===== src/rtl/multicycle_mult.sv =====
// Multi-cycle shift-add multiplier: sum_out = avg_in * cnt_in.
// The multiplier is consumed K = CNT_WIDTH/MUL_CYCLES bits per CALC cycle,
// LSB first, so the result appears MUL_CYCLES cycles after the operands are taken.
module multicycle_mult #(
    parameter int unsigned WIDTH      = 8,
    parameter int unsigned CNT_WIDTH  = 8,
    parameter int unsigned MUL_CYCLES = 1
) (
    input  logic                          clk,
    input  logic                          rstn,
    input  logic [WIDTH-1:0]              avg_in,
    input  logic [CNT_WIDTH-1:0]          cnt_in,
    input  logic                          in_valid,
    output logic                          in_ready,
    output logic [WIDTH+CNT_WIDTH-1:0]    sum_out,
    output logic                          out_valid,
    input  logic                          out_ready,
    output logic                          busy
);

    localparam int unsigned PW     = WIDTH + CNT_WIDTH;
    localparam int unsigned K      = CNT_WIDTH / MUL_CYCLES;
    localparam int unsigned STEP_W = (MUL_CYCLES > 1) ? $clog2(MUL_CYCLES) : 1;

    localparam logic [1:0] ST_IDLE = 2'd0;
    localparam logic [1:0] ST_CALC = 2'd1;
    localparam logic [1:0] ST_DONE = 2'd2;

    // Reject configurations where the multiplier does not split evenly across cycles
    if ((CNT_WIDTH % MUL_CYCLES) != 0) begin : g_bad_cfg
        $error("multicycle_mult: CNT_WIDTH must be a multiple of MUL_CYCLES");
    end

    logic [1:0]           state_q,     state_d;
    logic [PW-1:0]        mcand_q,     mcand_d;
    logic [CNT_WIDTH-1:0] mplier_q,    mplier_d;
    logic [PW-1:0]        acc_q,       acc_d;
    logic [STEP_W-1:0]    step_q,      step_d;
    logic [PW-1:0]        sum_q,       sum_d;
    logic                 out_valid_q, out_valid_d;

    // Next-state and datapath: capture, K-bit shift-add step, result hand-off
    always_comb begin
        state_d     = state_q;
        mcand_d     = mcand_q;
        mplier_d    = mplier_q;
        acc_d       = acc_q;
        step_d      = step_q;
        sum_d       = sum_q;
        out_valid_d = out_valid_q;

        case (state_q)
            ST_IDLE: begin
                if (in_valid) begin
                    mcand_d  = PW'(avg_in);
                    mplier_d = cnt_in;
                    acc_d    = '0;
                    step_d   = '0;
                    state_d  = ST_CALC;
                end
            end
            ST_CALC: begin
                for (int unsigned i = 0; i < K; i++) begin
                    if (mplier_q[i]) begin
                        acc_d = acc_d + (mcand_q << i);
                    end
                end
                mcand_d  = mcand_q << K;
                mplier_d = mplier_q >> K;
                step_d   = step_q + STEP_W'(1);
                if (step_q == STEP_W'(MUL_CYCLES - 1)) begin
                    sum_d       = acc_d;
                    out_valid_d = 1'b1;
                    state_d     = ST_DONE;
                end
            end
            ST_DONE: begin
                if (out_ready) begin
                    out_valid_d = 1'b0;
                    state_d     = ST_IDLE;
                end
            end
            default: begin
                state_d     = ST_IDLE;
                out_valid_d = 1'b0;
            end
        endcase
    end

    // State and datapath registers with synchronous active-low reset
    always_ff @(posedge clk) begin
        if (!rstn) begin
            state_q     <= ST_IDLE;
            mcand_q     <= '0;
            mplier_q    <= '0;
            acc_q       <= '0;
            step_q      <= '0;
            sum_q       <= '0;
            out_valid_q <= 1'b0;
        end else begin
            state_q     <= state_d;
            mcand_q     <= mcand_d;
            mplier_q    <= mplier_d;
            acc_q       <= acc_d;
            step_q      <= step_d;
            sum_q       <= sum_d;
            out_valid_q <= out_valid_d;
        end
    end

    assign in_ready  = (state_q == ST_IDLE);
    assign busy      = (state_q != ST_IDLE);
    assign sum_out   = sum_q;
    assign out_valid = out_valid_q;

endmodule


===== config.mk =====
export PLATFORM = sky130hd
export DESIGN_NAME = multicycle_mult
export DESIGN_NICKNAME = d
export VERILOG_FILES = /design/src/rtl/multicycle_mult.sv
export SDC_FILE = /design/constraint.sdc
export NUM_CORES = 1
export LEC_CHECK = 0
export CORE_MARGIN = 2
export CORE_UTILIZATION = 63
export CTS_CLUSTER_DIAMETER = 80
export DETAILED_ROUTE_END_ITERATION = 12
export PLACE_DENSITY = 0.83
export SLEW_MARGIN = 20
export SYNTH_ARGS = -nofsm -noshare
export SYNTH_HDL_FRONTEND = slang
export SYNTH_SLANG_ARGS = --single-unit
export TNS_END_PERCENT = 20

===== constraint.sdc =====
create_clock -name clk -period 13.5 [get_ports clk]
set_clock_uncertainty 0.15 [all_clocks]
set_input_delay 2.7 -clock clk [delete_from_list [all_inputs] [get_ports clk]]
set_output_delay 2.7 -clock clk [all_outputs]
set_load 0.01 [all_outputs]

Yosys cells after proc, flatten, opt, wreduce, memory -nomap -nowiden
Index checks and enable logic that the tools add are counted.
{ "totals": {"mem_count": 0, "ff_bits": 60, "mem_bits_ro": 0, "latch_bits": 0, "ramBits": 0, "wordCells": 60} }
{ "op_classes": {"muxes": 30, "n_bitwise": 2, "n_mul": 0, "n_eq_ne": 5, "n_lt_le_gt_ge": 0, "n_reduce_logical": 7, "div": 0, "shifts": 0, "n_addsub": 9} }
{ "ops": {"columns": ["operator", "n"], "rows": [
  ["16-bit 2-to-1 mux", 17],
  ["16-bit adder", 8],
  ["16-bit one-hot mux with 2 select lines", 2],
  ["8-bit one-hot mux with 2 select lines", 1],
  ["8-bit 2-to-1 mux", 1],
  ["2-bit 2-to-1 mux", 3],
  ["2-bit inequality test (second input constant)", 3],
  ["2-bit one-hot mux with 3 select lines", 1],
  ["3-bit AND reduction", 2],
  ["2-bit AND reduction", 2],
  ["2-bit nonzero test", 2],
  ["1-bit 2-to-1 mux", 3],
  ["1-bit one-hot mux with 3 select lines", 1],
  ["2-bit by 1-bit == test with 1-bit output (second input constant)", 1],
  ["2-bit == test (second input constant)", 1],
  ["2-bit logical NOT", 1],
  ["1-bit NOT", 2],
  ["1-bit one-hot mux with 2 select lines", 1],
  ["1-bit adder (second input constant)", 1]
]} }

Longest topological paths before layout
{ "logic_depth": {"word_depth": 24, "depth_mapped": 59, "depth_no_buf": 59} }

Worst setup path after synthesis
Ideal clock, no wire load.
{ "synth_path": {"path_type": "reg2reg", "startpoint": "register mcand_q[1]", "endpoint": "register sum_q[15] (netlist: sum_out[15])", "path_buffers": 0, "path_slack_ps": 2896, "path_stages_with_launch": 53, "setup_ps": 135, "t_arrival_ps": 10319, "cell_sequence": "dfxtp_1 > inv_1 > fa_1 > xnor2_1 > mux2_2 > fa_1 > a21o_1 > a21oi_1 > o21bai_1 > a21oi_1 > xor2_1 > nand2_1 > o21a_1 > ha_1 > xnor2_1 > mux2_2 > ha_1 > o21ai_0 > [17 not listed] > o211ai_1 > or2_2 > ha_1 > or4_1 > nand2_1 > xnor2_1 > a22oi_1 > o21ai_1 > ha_1 > or3_1 > o211a_1 > nor3_1 > nand3b_1 > xor2_1 > xnor3_2 > xnor2_4 > mux2i_1 > o2111ai_1"} }
{ "synth_between": {"elab_chain_cells": 23} }
{ "synth_lines": {"columns": ["element", "line_no", "text"], "rows": [
  ["from (decl)", "35", "logic [PW-1:0] mcand_q, mcand_d;"],
  ["from (signal assigned)", "102", "mcand_q <= mcand_d;"],
  ["16-bit adder", "65", "acc_d = acc_d + (mcand_q << i);"],
  ["16-bit 2-to-1 mux", "64", "if (mplier_q[i]) begin"],
  ["16-bit 2-to-1 mux", "52", "case (state_q)"],
  ["16-bit adder", "65", null],
  ["16-bit 2-to-1 mux", "64", null],
  ["16-bit 2-to-1 mux", "52", null],
  ["16-bit adder", "65", null],
  ["16-bit 2-to-1 mux", "64", null],
  ["[7 not listed]", null, null],
  ["16-bit adder", "65", null],
  ["16-bit 2-to-1 mux", "64", null],
  ["16-bit 2-to-1 mux", "52", null],
  ["16-bit adder", "65", null],
  ["16-bit 2-to-1 mux", "64", null],
  ["16-bit 2-to-1 mux", "52", null],
  ["16-bit adder", "65", null],
  ["16-bit 2-to-1 mux (*)", "64", null],
  ["to (signal assigned)", "106", "sum_q <= sum_d;"],
  ["to (decl)", "39", "logic [PW-1:0] sum_q, sum_d;"]
]} }
Mark *: on every way between the ends. The rest lies on a longest branch, timed or not. The select of a mux whose other input is x is not followed.
A chain may end at the register's enable or synchronous reset.

Worst setup path in the final report
Ends and elaborated chain as after synthesis.

==> reports/metrics.csv <==
stage;metric;value;unit
grt;grt_usage;0.368;
sta;final.setup.tns;0;ns
yosys;ys.warnings.count;0;
worst_setup_path;cp.required;13.56;ns
sta;timing.slew.headroom;0.388;
yosys;synth-seq-area-share;0.157;
worst_setup_path;timing.critical_path.slowest_cell_delay;0.66;ns
yosys;synth_fa_ha_area_frac;0.175;
yosys;synth_top_family_by_area;compound AO/OA/AOI/OAI gates;
grt;grt_start_max_net_pins;43;
sta;max_clock_freq;0.0793;GHz
worst_setup_path;critPathSlowestCell;sky130_fd_sc_hd__dfxtp_1;
place;port_buffers;38;
yosys;ys_types;77;
detailed_routing;drt-pass1-iter-count;6;
sta;finalWorstPathRequiredPeriod;12.61;ns
worst_setup_path;rrSetupSlack;0.89;ns
grt;number_of_antenna_violations_at_the_first_check_in_global_routing;0;
clock_network;insertion_delay;0.34;ns
grt;grt_pass1_wl;37800;µm
yosys;ys_seq_elements;60;
yosys;syn_area;7650;µm²
worst_setup_path;timing.critical_path.mode_cell;sky130_fd_sc_hd__ha_1;
clock_network;cts_setup_buffers;0;
yosys;syn-num-nets;1149;
clock_network;cts_repair_resized_insts;0;
yosys;synth_top_cell_by_area;sky130_fd_sc_hd__dfxtp_1;
clock_network;cts-root-to-sink-buffers;2;
clock_network;clkSinkCount;60;
detailed_routing;drc;0;
power_and_ir_drop;leakage;3.77;nW
place;gp_congestion;0.994;
power_and_ir_drop;ir_drop;0.0000782;V
yosys;synth.mux.area_fraction;0.0458;
floorplan;design.die.area;13000;µm²
detailed_routing;num_vias;8123;
yosys;synth_compound_gate_area_share;0.294;
power_and_ir_drop;pd_cells;85.7;nW/µm²
sta;finalHoldViolations;0;
clock_network;tritoncts_clock_tree;yes;
worst_setup_path;setup.worst_path.start_class;flip-flop;
cells_and_area;final_layout_size_suffix_gt1_frac;0.0616;
sta;setup_viol;0;
yosys;post_synth_and_or_nand_nor_area_fraction;0.199;
grt;grt-ovfl-total;0;
place;dpl.hpwl;18100;µm
sta;rsz0062_at_grt;false;
yosys;synth_xor_area_frac;0.0802;
yosys;synth_area_per_cell;7.45;µm²
flow_run;cap_viol_max_count;0;
status;outcome;finished, final reports clean;
yosys;proportion_of_netlist_area_held_by_the_largest_area_contributor;0.157;
clock_network;holdBufCountCts;0;
floorplan;chipWidth;114;µm
worst_setup_path;timing.critical_path.fanout_max;12;
yosys;yosys-top-cells-area;sky130_fd_sc_hd__dfxtp_1, sky130_fd_sc_hd__ha_1, sky130_fd_sc_hd__nor2_1, sky130_fd_sc_hd__a21oi_1, sky130_fd_sc_hd__xnor2_1;
sta;hold-worst-slack;0.302;ns
clock_network;cts_buffers;9;
yosys;synthCells;1027;
clock_network;worst_setup_hold_path_clk_slew;0.06;ns
cells_and_area;antennaDiodeCount;0;
detailed_routing;post_drt_wl_per_cell;20.0;µm
sta;slew_viol_final;0;
worst_setup_path;timing_worst_setup_path_type;reg -> reg;
floorplan;initial_utilization;0.642;
detailed_routing;detailedRoute.firstIterationViolations;981;
yosys;main_synth_ff_type;sky130_fd_sc_hd__dfxtp_1;
clock_network;htreeDepth;3;
grt;grt_pass1_vias;7323;
worst_setup_path;end_kind;flip-flop;
cells_and_area;final_net_count;1173;
sta;worst_slew_pin_slew;0.919;ns
floorplan;std_cell_rows;40;
clock_network;buffer_type_at_the_clock_tree_root;sky130_fd_sc_hd__clkbuf_16;
floorplan;die_y;114;µm
sta;period_share;0.934;
floorplan;core-area;11900;µm²
detailed_routing;wl;24100;µm
cells_and_area;area_growth_syn_to_layout;10.8;%
detailed_routing;routed_via_density;6.75;
floorplan;num_io_pins;39;
yosys;synth-edff-count;0;
worst_hold_path;hold_path_class;reg -> reg;
detailed_routing;postRouteAntennaNets;0;
yosys;async_flop_share;0;
worst_setup_path;worst_ep_arrival_time;12.67;ns
-- through the flow --
stage	std cells	setup slack, ns	power, W	instance area, µm²	utilization
2_1_floorplan	1027	2.90	0.000395	7650	-
3_3_place_gp	1187	1.35	0.000465	8150	0.684
3_5_place_dp	1187	1.25	0.000471	8150	0.684
4_1_cts	1203	1.21	0.000720	8480	0.712
5_1_grt	1203	0.257	0.000761	8480	0.712
6_report	1203	0.887	0.000727	8480	0.712
-- final cells by class --
type | instances | area [µm²]
repair buffers | 52 | 485
flip-flops and latches | 60 | 1200
inverters | 53 | 199
clock inverters | 6 | 87.6
well taps | 147 | 184
multi-input cells | 875 | 6080
fillers | 989 | 3440
clock buffers | 10 | 239
-- where the power goes --
group / total, W / internal [W] / switching, W
sequential: 0.000202 / 0.000187 / 0.0000150
combinational: 0.000274 / 0.000110 / 0.000164
clock: 0.000250 / 0.000166 / 0.0000844
total: 0.000727 / 0.000463 / 0.000263
-- synth_stat cells, types with 17 or more instances --
| cell type | number |
|---|---|
| sky130_fd_sc_hd__inv_1 | 47 |
| sky130_fd_sc_hd__xor2_1 | 18 |
| sky130_fd_sc_hd__nand2_1 | 86 |
| sky130_fd_sc_hd__dfxtp_1 | 60 |
| sky130_fd_sc_hd__xnor2_1 | 43 |
| sky130_fd_sc_hd__a22oi_1 | 27 |
| sky130_fd_sc_hd__o21a_1 | 17 |
| sky130_fd_sc_hd__nand2b_1 | 18 |
| sky130_fd_sc_hd__mux2i_1 | 17 |
| sky130_fd_sc_hd__a21o_1 | 24 |
| sky130_fd_sc_hd__o21ai_1 | 24 |
| sky130_fd_sc_hd__ha_1 | 94 |
| sky130_fd_sc_hd__nand3_1 | 19 |
| sky130_fd_sc_hd__nor3_1 | 29 |
| sky130_fd_sc_hd__a21oi_1 | 81 |
| sky130_fd_sc_hd__clkbuf_1 | 34 |
| sky130_fd_sc_hd__nor2_1 | 123 |
| sky130_fd_sc_hd__o21ai_0 | 51 |
-- placed cells by master (no fill, tap or decap), types with 27 or more instances in the layout --
cell                                n
sky130_fd_sc_hd__ha_1              94
sky130_fd_sc_hd__nand2_1           86
sky130_fd_sc_hd__nor2_1           123
sky130_fd_sc_hd__a21oi_1           81
sky130_fd_sc_hd__nor3_1            29
sky130_fd_sc_hd__inv_1             47
sky130_fd_sc_hd__a22oi_1           27
sky130_fd_sc_hd__o21ai_0           51
sky130_fd_sc_hd__xnor2_1           43
sky130_fd_sc_hd__clkdlybuf4s50_1   38
sky130_fd_sc_hd__dfxtp_1           60
-- critical path: cells and delay by family (launching register included) --
kind / cells / cell delay (ns)
AOI/OAI and AO/OA: 19 / 3.65
xor gates and xnor gates: 9 / 1.46
adders and majority gates: 8 / 2.70
buffers and inverters: 1 / 0.39
DFF: 1 / 0.66
muxes: 5 / 1.39
and+or+nand+nor: 10 / 2.07
-- metal layers --
metal,up-vias,wire length (µm),global-route usage,share of wire
met1,3763,9880,0.498,0.41
met3,107,2510,0.0646,0.10
met5,-,0,0,0
met4,0,1290,0.180,0.053
met2,428,10400,0.567,0.43
li1,3825,-,-,-
-- state kept, by name, indices dropped and copies added (netlist names) --
register / flops
out_valid: 1
mcand_q: 16
state_q: 2
acc_q: 16
mplier_q: 8
step_q: 1
sum_out: 16
-- worst paths after layout --
check	cells past startpoint	startpoint	end
min reg2reg	2	out_valid$_SDFFE_PN0P_	out_valid$_SDFFE_PN0P_
max reg2reg	52	mcand_q[1]$_SDFFE_PN0P_	sum_out[15]$_SDFFE_PN0P_
min	2	out_valid$_SDFFE_PN0P_	out_valid$_SDFFE_PN0P_
max	52	mcand_q[1]$_SDFFE_PN0P_	sum_out[15]$_SDFFE_PN0P_
-- logic make-up (layout without fill, tap and decap cells) --
| kind of cell | after synthesis | in the layout |
|---|---|---|
| xor+xnor | 64 | 64 |
| buf+inv | 92 | 121 |
| flops | 60 | 60 |
| simple gates | 334 | 334 |
| compound gates | 342 | 342 |
| fa+ha+maj | 102 | 102 |
| mux | 33 | 33 |
Note: power is estimated with default switching activity, not from simulation.
